===== src/rtl/proc_seq_ctrl_if.sv =====
// proc_seq_ctrl_if
//   Bundles the sequencer's control, ROM and processor-side signals.
//   Ports (sequencer view, modport master):
//     Start, Stop, StartAddr      : run control from the host
//     MemData                     : ROM read data (one cycle after MemAddr)
//     Done                        : processor instruction-complete flag
//     MemAddr                     : ROM read address
//     DIN, Run                    : word and issue strobe to the processor
//     Busy, Halted, Error         : status
//     InstrCount                  : completed-instruction counter
//   The slave modport is the mirror view used by the environment.
interface proc_seq_ctrl_if #(
  parameter int AW = 5
);
  logic          Start;
  logic          Stop;
  logic [AW-1:0] StartAddr;
  logic [15:0]   MemData;
  logic          Done;
  logic [AW-1:0] MemAddr;
  logic [15:0]   DIN;
  logic          Run;
  logic          Busy;
  logic          Halted;
  logic          Error;
  logic [15:0]   InstrCount;

  modport master (
    input  Start, Stop, StartAddr, MemData, Done,
    output MemAddr, DIN, Run, Busy, Halted, Error, InstrCount
  );

  modport slave (
    output Start, Stop, StartAddr, MemData, Done,
    input  MemAddr, DIN, Run, Busy, Halted, Error, InstrCount
  );
endinterface


===== src/rtl/proc_seq_ctrl.sv =====
// proc_seq_ctrl
//   Instruction sequencer for the 16-bit multicycle processor. Fetches words
//   from a synchronous ROM, issues each on DIN with a one-cycle Run strobe,
//   supplies the mvi immediate the following cycle, then waits for Done.
//   Adds start/stop control, a HALT opcode (111), an instruction counter and
//   a Done watchdog that traps to an error state after TMO wait cycles.
//   Ports:
//     Clock  : rising-edge clock
//     Resetn : asynchronous active-low reset
//     bus    : proc_seq_ctrl_if master view (control, ROM, processor, status)
//   AW must match the AW of the connected interface instance.
module proc_seq_ctrl #(
  parameter int AW  = 5,
  parameter int TMO = 8
) (
  input  logic               Clock,
  input  logic               Resetn,
  proc_seq_ctrl_if.master    bus
);

  localparam int WW = $clog2(TMO + 1);

  typedef enum logic [2:0] {
    S_IDLE,
    S_FETCH,
    S_ISSUE,
    S_IMM,
    S_WAIT,
    S_HALTED,
    S_ERROR
  } state_t;

  state_t        state;
  logic [AW-1:0] pc;
  logic [15:0]   instr_count;
  logic [WW-1:0] wdog;
  logic          stop_req;

  logic [2:0]    opcode;
  logic          is_halt;
  logic          is_mvi;
  logic          busy;
  logic          stop_now;

  // MemData in ISSUE is the word addressed during FETCH.
  assign opcode   = bus.MemData[8:6];
  assign is_halt  = (opcode == 3'b111);
  assign is_mvi   = (opcode == 3'b001);
  assign busy     = !(state == S_IDLE || state == S_HALTED || state == S_ERROR);
  // A Stop arriving in the completing cycle counts as pending.
  assign stop_now = stop_req | bus.Stop;

  always_ff @(posedge Clock or negedge Resetn) begin
    if (!Resetn) begin
      state       <= S_IDLE;
      pc          <= '0;
      instr_count <= '0;
      wdog        <= '0;
      stop_req    <= 1'b0;
    end else begin
      // Stop is only recorded while an instruction stream is running.
      if (bus.Stop && busy)
        stop_req <= 1'b1;

      case (state)
        S_IDLE, S_HALTED, S_ERROR: begin
          if (bus.Start) begin
            state       <= S_FETCH;
            pc          <= bus.StartAddr;
            instr_count <= '0;
            stop_req    <= 1'b0;
          end
        end

        S_FETCH: state <= S_ISSUE;

        S_ISSUE: begin
          if (is_halt) begin
            state <= S_HALTED;
          end else begin
            pc    <= pc + AW'(1);
            wdog  <= '0;
            state <= is_mvi ? S_IMM : S_WAIT;
          end
        end

        S_IMM: begin
          // Step past the immediate; Done may already arrive here.
          pc   <= pc + AW'(1);
          wdog <= '0;
          if (bus.Done) begin
            instr_count <= instr_count + 16'd1;
            if (stop_now) begin
              state    <= S_IDLE;
              stop_req <= 1'b0;
            end else begin
              state <= S_FETCH;
            end
          end else begin
            state <= S_WAIT;
          end
        end

        S_WAIT: begin
          if (bus.Done) begin
            instr_count <= instr_count + 16'd1;
            if (stop_now) begin
              state    <= S_IDLE;
              stop_req <= 1'b0;
            end else begin
              state <= S_FETCH;
            end
          end else if (wdog == WW'(TMO - 1)) begin
            // TMO-th wait cycle without Done: abandon the instruction uncounted.
            state <= S_ERROR;
          end else begin
            wdog <= wdog + WW'(1);
          end
        end

        default: state <= S_IDLE;
      endcase
    end
  end

  // Outputs are decodes of registered state/PC and the ROM's registered data;
  // Run and DIN must follow MemData in the same cycle it becomes valid.
  always_comb begin
    bus.MemAddr = (state == S_ISSUE) ? pc + AW'(1) : pc;
    bus.DIN     = (state == S_ISSUE || state == S_IMM) ? bus.MemData : 16'h0000;
    bus.Run     = (state == S_ISSUE) && !is_halt;
  end

  assign bus.Busy       = busy;
  assign bus.Halted     = (state == S_HALTED);
  assign bus.Error      = (state == S_ERROR);
  assign bus.InstrCount = instr_count;

endmodule


===== src/flat_wrapper.sv =====
// flat-port wrapper written by rule: the top's interface ports become plain ports
module proc_seq_ctrl_flat 
#(
  parameter int AW  = 5,
  parameter int TMO = 8
)
  (Clock, Resetn, bus_Start, bus_Stop, bus_StartAddr, bus_MemData, bus_Done, bus_MemAddr, bus_DIN, bus_Run, bus_Busy, bus_Halted, bus_Error, bus_InstrCount);
  proc_seq_ctrl_if #(.AW(AW)) bus_i ();
  input  logic Clock;
  input  logic Resetn;
  input wire logic [$bits(bus_i.Start)-1:0] bus_Start;
  input wire logic [$bits(bus_i.Stop)-1:0] bus_Stop;
  input wire logic [$bits(bus_i.StartAddr)-1:0] bus_StartAddr;
  input wire logic [$bits(bus_i.MemData)-1:0] bus_MemData;
  input wire logic [$bits(bus_i.Done)-1:0] bus_Done;
  output wire logic [$bits(bus_i.MemAddr)-1:0] bus_MemAddr;
  output wire logic [$bits(bus_i.DIN)-1:0] bus_DIN;
  output wire logic [$bits(bus_i.Run)-1:0] bus_Run;
  output wire logic [$bits(bus_i.Busy)-1:0] bus_Busy;
  output wire logic [$bits(bus_i.Halted)-1:0] bus_Halted;
  output wire logic [$bits(bus_i.Error)-1:0] bus_Error;
  output wire logic [$bits(bus_i.InstrCount)-1:0] bus_InstrCount;
  assign bus_i.Start = bus_Start;
  assign bus_i.Stop = bus_Stop;
  assign bus_i.StartAddr = bus_StartAddr;
  assign bus_i.MemData = bus_MemData;
  assign bus_i.Done = bus_Done;
  assign bus_MemAddr = bus_i.MemAddr;
  assign bus_DIN = bus_i.DIN;
  assign bus_Run = bus_i.Run;
  assign bus_Busy = bus_i.Busy;
  assign bus_Halted = bus_i.Halted;
  assign bus_Error = bus_i.Error;
  assign bus_InstrCount = bus_i.InstrCount;
  proc_seq_ctrl #(.AW(AW), .TMO(TMO)) u_core (.Clock(Clock), .Resetn(Resetn), .bus(bus_i));
endmodule

===== config.mk =====
export PLATFORM = sky130hd
export DESIGN_NAME = proc_seq_ctrl_flat
export DESIGN_NICKNAME = d
export VERILOG_FILES = /design/src/rtl/proc_seq_ctrl_if.sv /design/src/rtl/proc_seq_ctrl.sv /design/src/flat_wrapper.sv
export SDC_FILE = /design/constraint.sdc
export NUM_CORES = 1
export LEC_CHECK = 0
export ABC_AREA = 1
export ABC_CLOCK_PERIOD_IN_PS = 1800
export BUFFER_PORTS_ARGS = -buffer_cell sky130_fd_sc_hd__buf_2
export CAP_MARGIN = 15
export CORE_UTILIZATION = 45
export DETAILED_ROUTE_END_ITERATION = 10
export PLACE_DENSITY = 0.83
export RECOVER_POWER = 50
export SYNTH_ARGS = -nofsm -noshare
export SYNTH_HDL_FRONTEND = slang
export SYNTH_SLANG_ARGS = --single-unit

===== constraint.sdc =====
create_clock -name Clock -period 1.8 [get_ports Clock]
set_input_delay 0.18 -clock Clock [delete_from_list [all_inputs] [get_ports Clock]]
set_output_delay 0.18 -clock Clock [all_outputs]
set_load 0.01 [all_outputs]

## After elaboration in Yosys (flattened, before gate mapping)

Cells that the tools add are included.

- Input bits: 26
- Memory bits (read-only): 0
- Logic and storage cells: 66
- Memories kept: 0
- RAM bits: 0
- Register bits after elaboration: 29
- Bits in latches: 0

- Divide/modulo/power cells: 0
- Reduce and logical (&&, ||, !) cells: 17
- Shift-type cells: 0
- Add/subtract/negate cells: 3
- Muxes and demuxes: 25
- Bitwise operators: 1
- Equality and inequality tests: 15
- Order comparisons: 0
- $mul: 0

Operator list:

| cell | count |
|---|---|
| 16-bit two-way mux | 3 |
| 16-bit case mux with 2 select lines | 1 |
| 3-bit two-way mux | 6 |
| 16-bit by 1-bit adder with 16-bit output (second input constant) | 1 |
| 5-bit two-way mux | 3 |
| 3-bit case mux with 5 select lines | 1 |
| 5-bit case mux with 3 select lines | 1 |
| 3-bit == test (second input constant) | 4 |
| 4-bit two-way mux | 3 |
| 4-bit case mux with 3 select lines | 1 |
| 2-bit inequality test (second input constant) | 4 |
| 3-bit by 1-bit == test with 1-bit output (second input constant) | 2 |
| 3-bit by 2-bit == test with 1-bit output (second input constant) | 2 |
| 3-bit AND reduction | 2 |
| 3-bit nonzero test | 2 |
| 5-bit by 1-bit adder with 5-bit output (second input constant) | 1 |
| 1-bit two-way mux | 5 |
| 4-bit by 1-bit adder with 4-bit output (second input constant) | 1 |
| 4-bit by 3-bit == test with 1-bit output (second input constant) | 1 |
| 4-bit AND reduction | 1 |
| 3-bit zero test | 1 |
| 1-bit logical OR | 3 |
| 3-bit by 2-bit inequality test with 1-bit output (second input constant) | 1 |
| 3-bit OR reduction | 1 |
| 8 further kinds | 10 |

## Longest topological paths before layout

- Depth after elaboration: 9
- Gate-level depth with buffers: 10
- Mapped depth without buffers: 9

## Least setup slack after synthesis

Ideal clock, no wire load.

- Path type: flip-flop to output port
- From: register u_core.state[0]
- To: output port bus_DIN[10]
- Arrival time: 1.394 ns
- Setup slack: 0.226 ns
- Stages on the path, launching flop included: 8
- Buffers on the path: 2
- Cell sequence: dfrtp_1 > inv_1 > nand3_2 > nand2_1 > inv_2 > buf_4 > buf_2 > nor2_1

- Word-level cells in the longest chain between the ends: 3
- Elaborated cells on any way between the ends: 4

Ends and longest elaborated chain:

| element | line | text |
|---|---|---|
| start, declared | proc_seq_ctrl.sv:33 | `state_t state;` |
| start signal, assigned | proc_seq_ctrl.sv:83 | `state <= is_mvi ? S_IMM : S_WAIT;` |
| 3-bit by 2-bit == test with 1-bit output | proc_seq_ctrl.sv:130 | `bus.DIN = (state == S_ISSUE \|\| state == S_IMM) ? bus.MemData : 16'h0000;` |
| 1-bit logical OR * | proc_seq_ctrl.sv:130 |  |
| 16-bit two-way mux * | proc_seq_ctrl.sv:130 |  |
| end, declared | flat_wrapper.sv:17 | `output wire logic [$bits(bus_i.DIN)-1:0] bus_DIN;` |

Every way passes the cells marked *; elsewhere a longest branch is shown, timed or not.

## Final worst setup path

- From: register u_core.pc[0]
- To: output port bus_MemAddr[4]

- Word-level cells in the longest chain between the ends: 2

Ends and longest elaborated chain:

| element | line | text |
|---|---|---|
| start, declared | proc_seq_ctrl.sv:34 | `logic [AW-1:0] pc;` |
| start signal, assigned | proc_seq_ctrl.sv:69 | `pc <= bus.StartAddr;` |
| start signal, assigned | proc_seq_ctrl.sv:81 | `pc <= pc + AW'(1);` |
| start signal, assigned | proc_seq_ctrl.sv:89 | `pc <= pc + AW'(1);` |
| 5-bit by 1-bit adder with 5-bit output | proc_seq_ctrl.sv:129 | `bus.MemAddr = (state == S_ISSUE) ? pc + AW'(1) : pc;` |
| 5-bit two-way mux | proc_seq_ctrl.sv:129 |  |
| end, declared | flat_wrapper.sv:16 | `output wire logic [$bits(bus_i.MemAddr)-1:0] bus_MemAddr;` |

Every way passes these cells.

==> flow_summary.json <==
{
  "drc": 0,
  "hold_slack_ps": 145,
  "clockBufferDepth": 2,
  "hp-class": "input port to flip-flop",
  "yosysWarningCount": 0,
  "dr_total_vias": 2162,
  "drt-pass1-iter-count": 5,
  "yosysSeqAreaShare": 0.352,
  "io_buffers": 66,
  "rows": 24,
  "clk_pin_slew_ps": 60,
  "routabilityCongestion": 0.913,
  "antenna-diode-count": 0,
  "finalNonFillerCells": 444,
  "synthCells": 320,
  "clock.fmax_mhz": 580,
  "crit_path_cell_trace": "ha_1, nand3_1, xor2_2, nand2_1, o21ai_0, buf_2",
  "synth_area_um2": 2060,
  "drive_above_1_share": 0.186,
  "fin_crit_sh": 0.957,
  "grt_pass1_vias": 1884,
  "cts_num_sinks": 29,
  "overflow": 0,
  "start_util": 0.470,
  "p_sw_mw": 1.53,
  "viasPerCell": 4.87,
  "synth_fp_nets": 349,
  "die_area_um2": 4850,
  "crit_required_ps": 1620,
  "cp_max_fo": 5,
  "setup_viol": 0,
  "fin_crit_ps": 1720,
  "avgSynthCellArea_um2": 6.44,
  "cts_tree": "built",
  "cts_made_buffers": 5,
  "startpoint_type": "flip-flop",
  "hold_viol_final": 0,
  "antenna_found_initial": 0,
  "final_nets": 420,
  "post-place-cells": 435,
  "internal_power_mw": 1.81,
  "place_hpwl_mm": 3.80,
  "tightest_slew_ps": 704,
  "outcome": "finished clean",
  "wl_per_cell_um": 11.0,
  "h-tree-depth": 2,
  "ys_types": 26,
  "yosys_register_bits": 29,
  "ant_nets": 0,
  "rrSetupSlack_ps": 200,
  "end_kind": "primary output",
  "synth.top_cell.area_share": 0.352,
  "core_region_area_um2": 4380,
  "areaGrowthSynthToFinish_pct": 24.0,
  "cts_root_buffer": "clkbuf_8",
  "power.leakage_nw": 1.39,
  "grt_use_total": 0.205,
  "routed_wl_mm": 4.88,
  "pwr-share-comb": 0.526,
  "powerDensity_nw_per_um2": 1310,
  "relSlewSlack": 0.531,
  "p_sw_frac": 0.459,
  "drt_iter0_markers": 113,
  "critPathSlowestCell": "dfrtp_1",
  "grt_start_max_net_pins": 30,
  "cts_setup_buffers": 0,
  "maxCapViolations": 0,
  "finClkSkew_ps": 7.46,
  "pwr-share-clk": 0.205,
  "slew_viol_final": 0,
  "slowest_delay_ps": 440,
  "ir_drop_mv": 0.553,
  "critical_path_class": "flip-flop to primary output",
  "arrival_ps": 1540,
  "synth_largest_area_cell": "dfrtp_1",
  "io_pins": 67,
  "clk_latency_ps": 280,
  "chipHeight_um": 69.7,
  "die_x_um": 69.7,
  "grt_pass1_wl_mm": 8.04,
  "p_seq_frac": 0.269,
  "synth_area_leaders": "dfrtp_1, nand2_1, nand3_1"
}
## critical path, delay by kind of cell (launching register included)
family / cells / cell delay, ps
adder cells (fa/ha/maj): 1 / 250
AND/OR/NAND/NOR: 2 / 190
flip-flops: 1 / 440
buffers and inverters: 1 / 140
AO/OA/AOI/OAI: 1 / 60
XOR/XNOR: 1 / 180
## power groups by stage
stage	Clock (mW)	Combinational [mW]	Sequential, mW
global placement	0	1.68	0.905
finish	0.684	1.76	0.899
detailed placement	0	1.72	0.909
CTS	0.698	1.73	0.897
global route	0.724	1.98	0.914
floorplan	0	1.31	0.885
## sequential cells by signal, indices dropped and copies added, names as in the netlist
register,flops
u_core.state,3
u_core.pc,5
u_core.bus.InstrCount,16
u_core.wdog,4
u_core.stop_req,1
## area by class of cell
class                      count  area [um2]
fill                         417        1830
timing repair buffer          70         344
multi-input combinational    241        1130
clock buffer                   7        86.3
tap                           52        65.1
clock inverter                 1        30.0
inverter                      44         168
sequential                    29         726
## what timing repair did
item	4_1_cts	5_1_grt
resized for setup	0	5
endpoints found under the setup margin	0	23
hold buffers	1	0
endpoints found under the hold margin	29	0
## per-layer routing
metal | part of all wire | vias to the layer above | GRT usage
met5 | 0 | - | 0
met4 | 0.012 | 0 | 0.0756
met3 | 0.040 | 5 | 0.0392
met2 | 0.50 | 39 | 0.347
met1 | 0.45 | 977 | 0.260
li1 | - | 1141 | -
## stage by stage
| stage | TNS [ps] | total power [mW] | cell area, um2 | util | setup WS, ps |
|---|---|---|---|---|---|
| final | 0 | 3.34 | 2550 | 0.582 | 77.0 |
| after global routing | -11.7 | 3.62 | 2550 | 0.582 | -11.7 |
| after CTS | 0 | 3.33 | 2560 | 0.584 | 31.7 |
| after detailed placement | 0 | 2.63 | 2430 | 0.555 | 144 |
| after global placement | 0 | 2.58 | 2430 | 0.555 | 249 |
| after floorplan | 0 | 2.19 | 2060 | - | 226 |
## synth_stat cells
cell type	number
xor2_1	7
ha_1	3
nand2_1	109
clkbuf_1	1
nand3_2	3
buf_6	2
o21bai_1	1
nand3_1	36
o21ai_1	1
nor3_1	2
dfrtp_1	29
o21ai_0	15
inv_1	40
a21oi_1	1
nor2_1	44
buf_2	2
o21ai_2	4
nor2_2	1
or2_2	1
nand2_2	1
buf_4	1
xnor2_1	3
nand4_1	5
nand3b_1	2
a31oi_1	2
inv_2	4
## path summary, 6_finish.rpt
path / from / endpoint / depth (start not counted)
max in group asynchronous: Resetn / u_core.bus.InstrCount[4] / 2
min in group asynchronous: Resetn / u_core.bus.InstrCount[11] / 2
hold reg to reg: u_core.pc[4] / u_core.pc[4] / 2
hold / removal: bus_Stop / u_core.stop_req / 3
setup reg to reg: u_core.state[1] / u_core.bus.InstrCount[10] / 8
setup / recovery: u_core.pc[0] / bus_MemAddr[4] / 6
## cell usage in the layout (no fill, tap or decap), drive strengths merged
cell / netlist / layout
dlygate4sd3: 0 / 1
inv: 44 / 44
nand4: 5 / 5
xor2: 7 / 7
nor3: 2 / 2
nor2: 45 / 45
a31oi: 2 / 2
buf: 5 / 50
dfrtp: 29 / 29
nand2: 110 / 110
nand3b: 2 / 2
o21ai: 20 / 20
nand3: 39 / 39
clkbuf: 1 / 26
ha: 3 / 3
bufinv: 0 / 1
or2: 1 / 1
xnor2: 3 / 3
o21bai: 1 / 1
a21oi: 1 / 1
## logic make-up after synthesis
family | after synthesis | share of synthesized area
xor gates and xnor gates | 10 | 0.0425
AOI/OAI and AO/OA | 24 | 0.0680
DFF | 29 | 0.352
buffers and inverters | 50 | 0.101
adders and majority gates | 3 | 0.0182
and+or+nand+nor | 204 | 0.417
(Power assumes the default switching activity.)
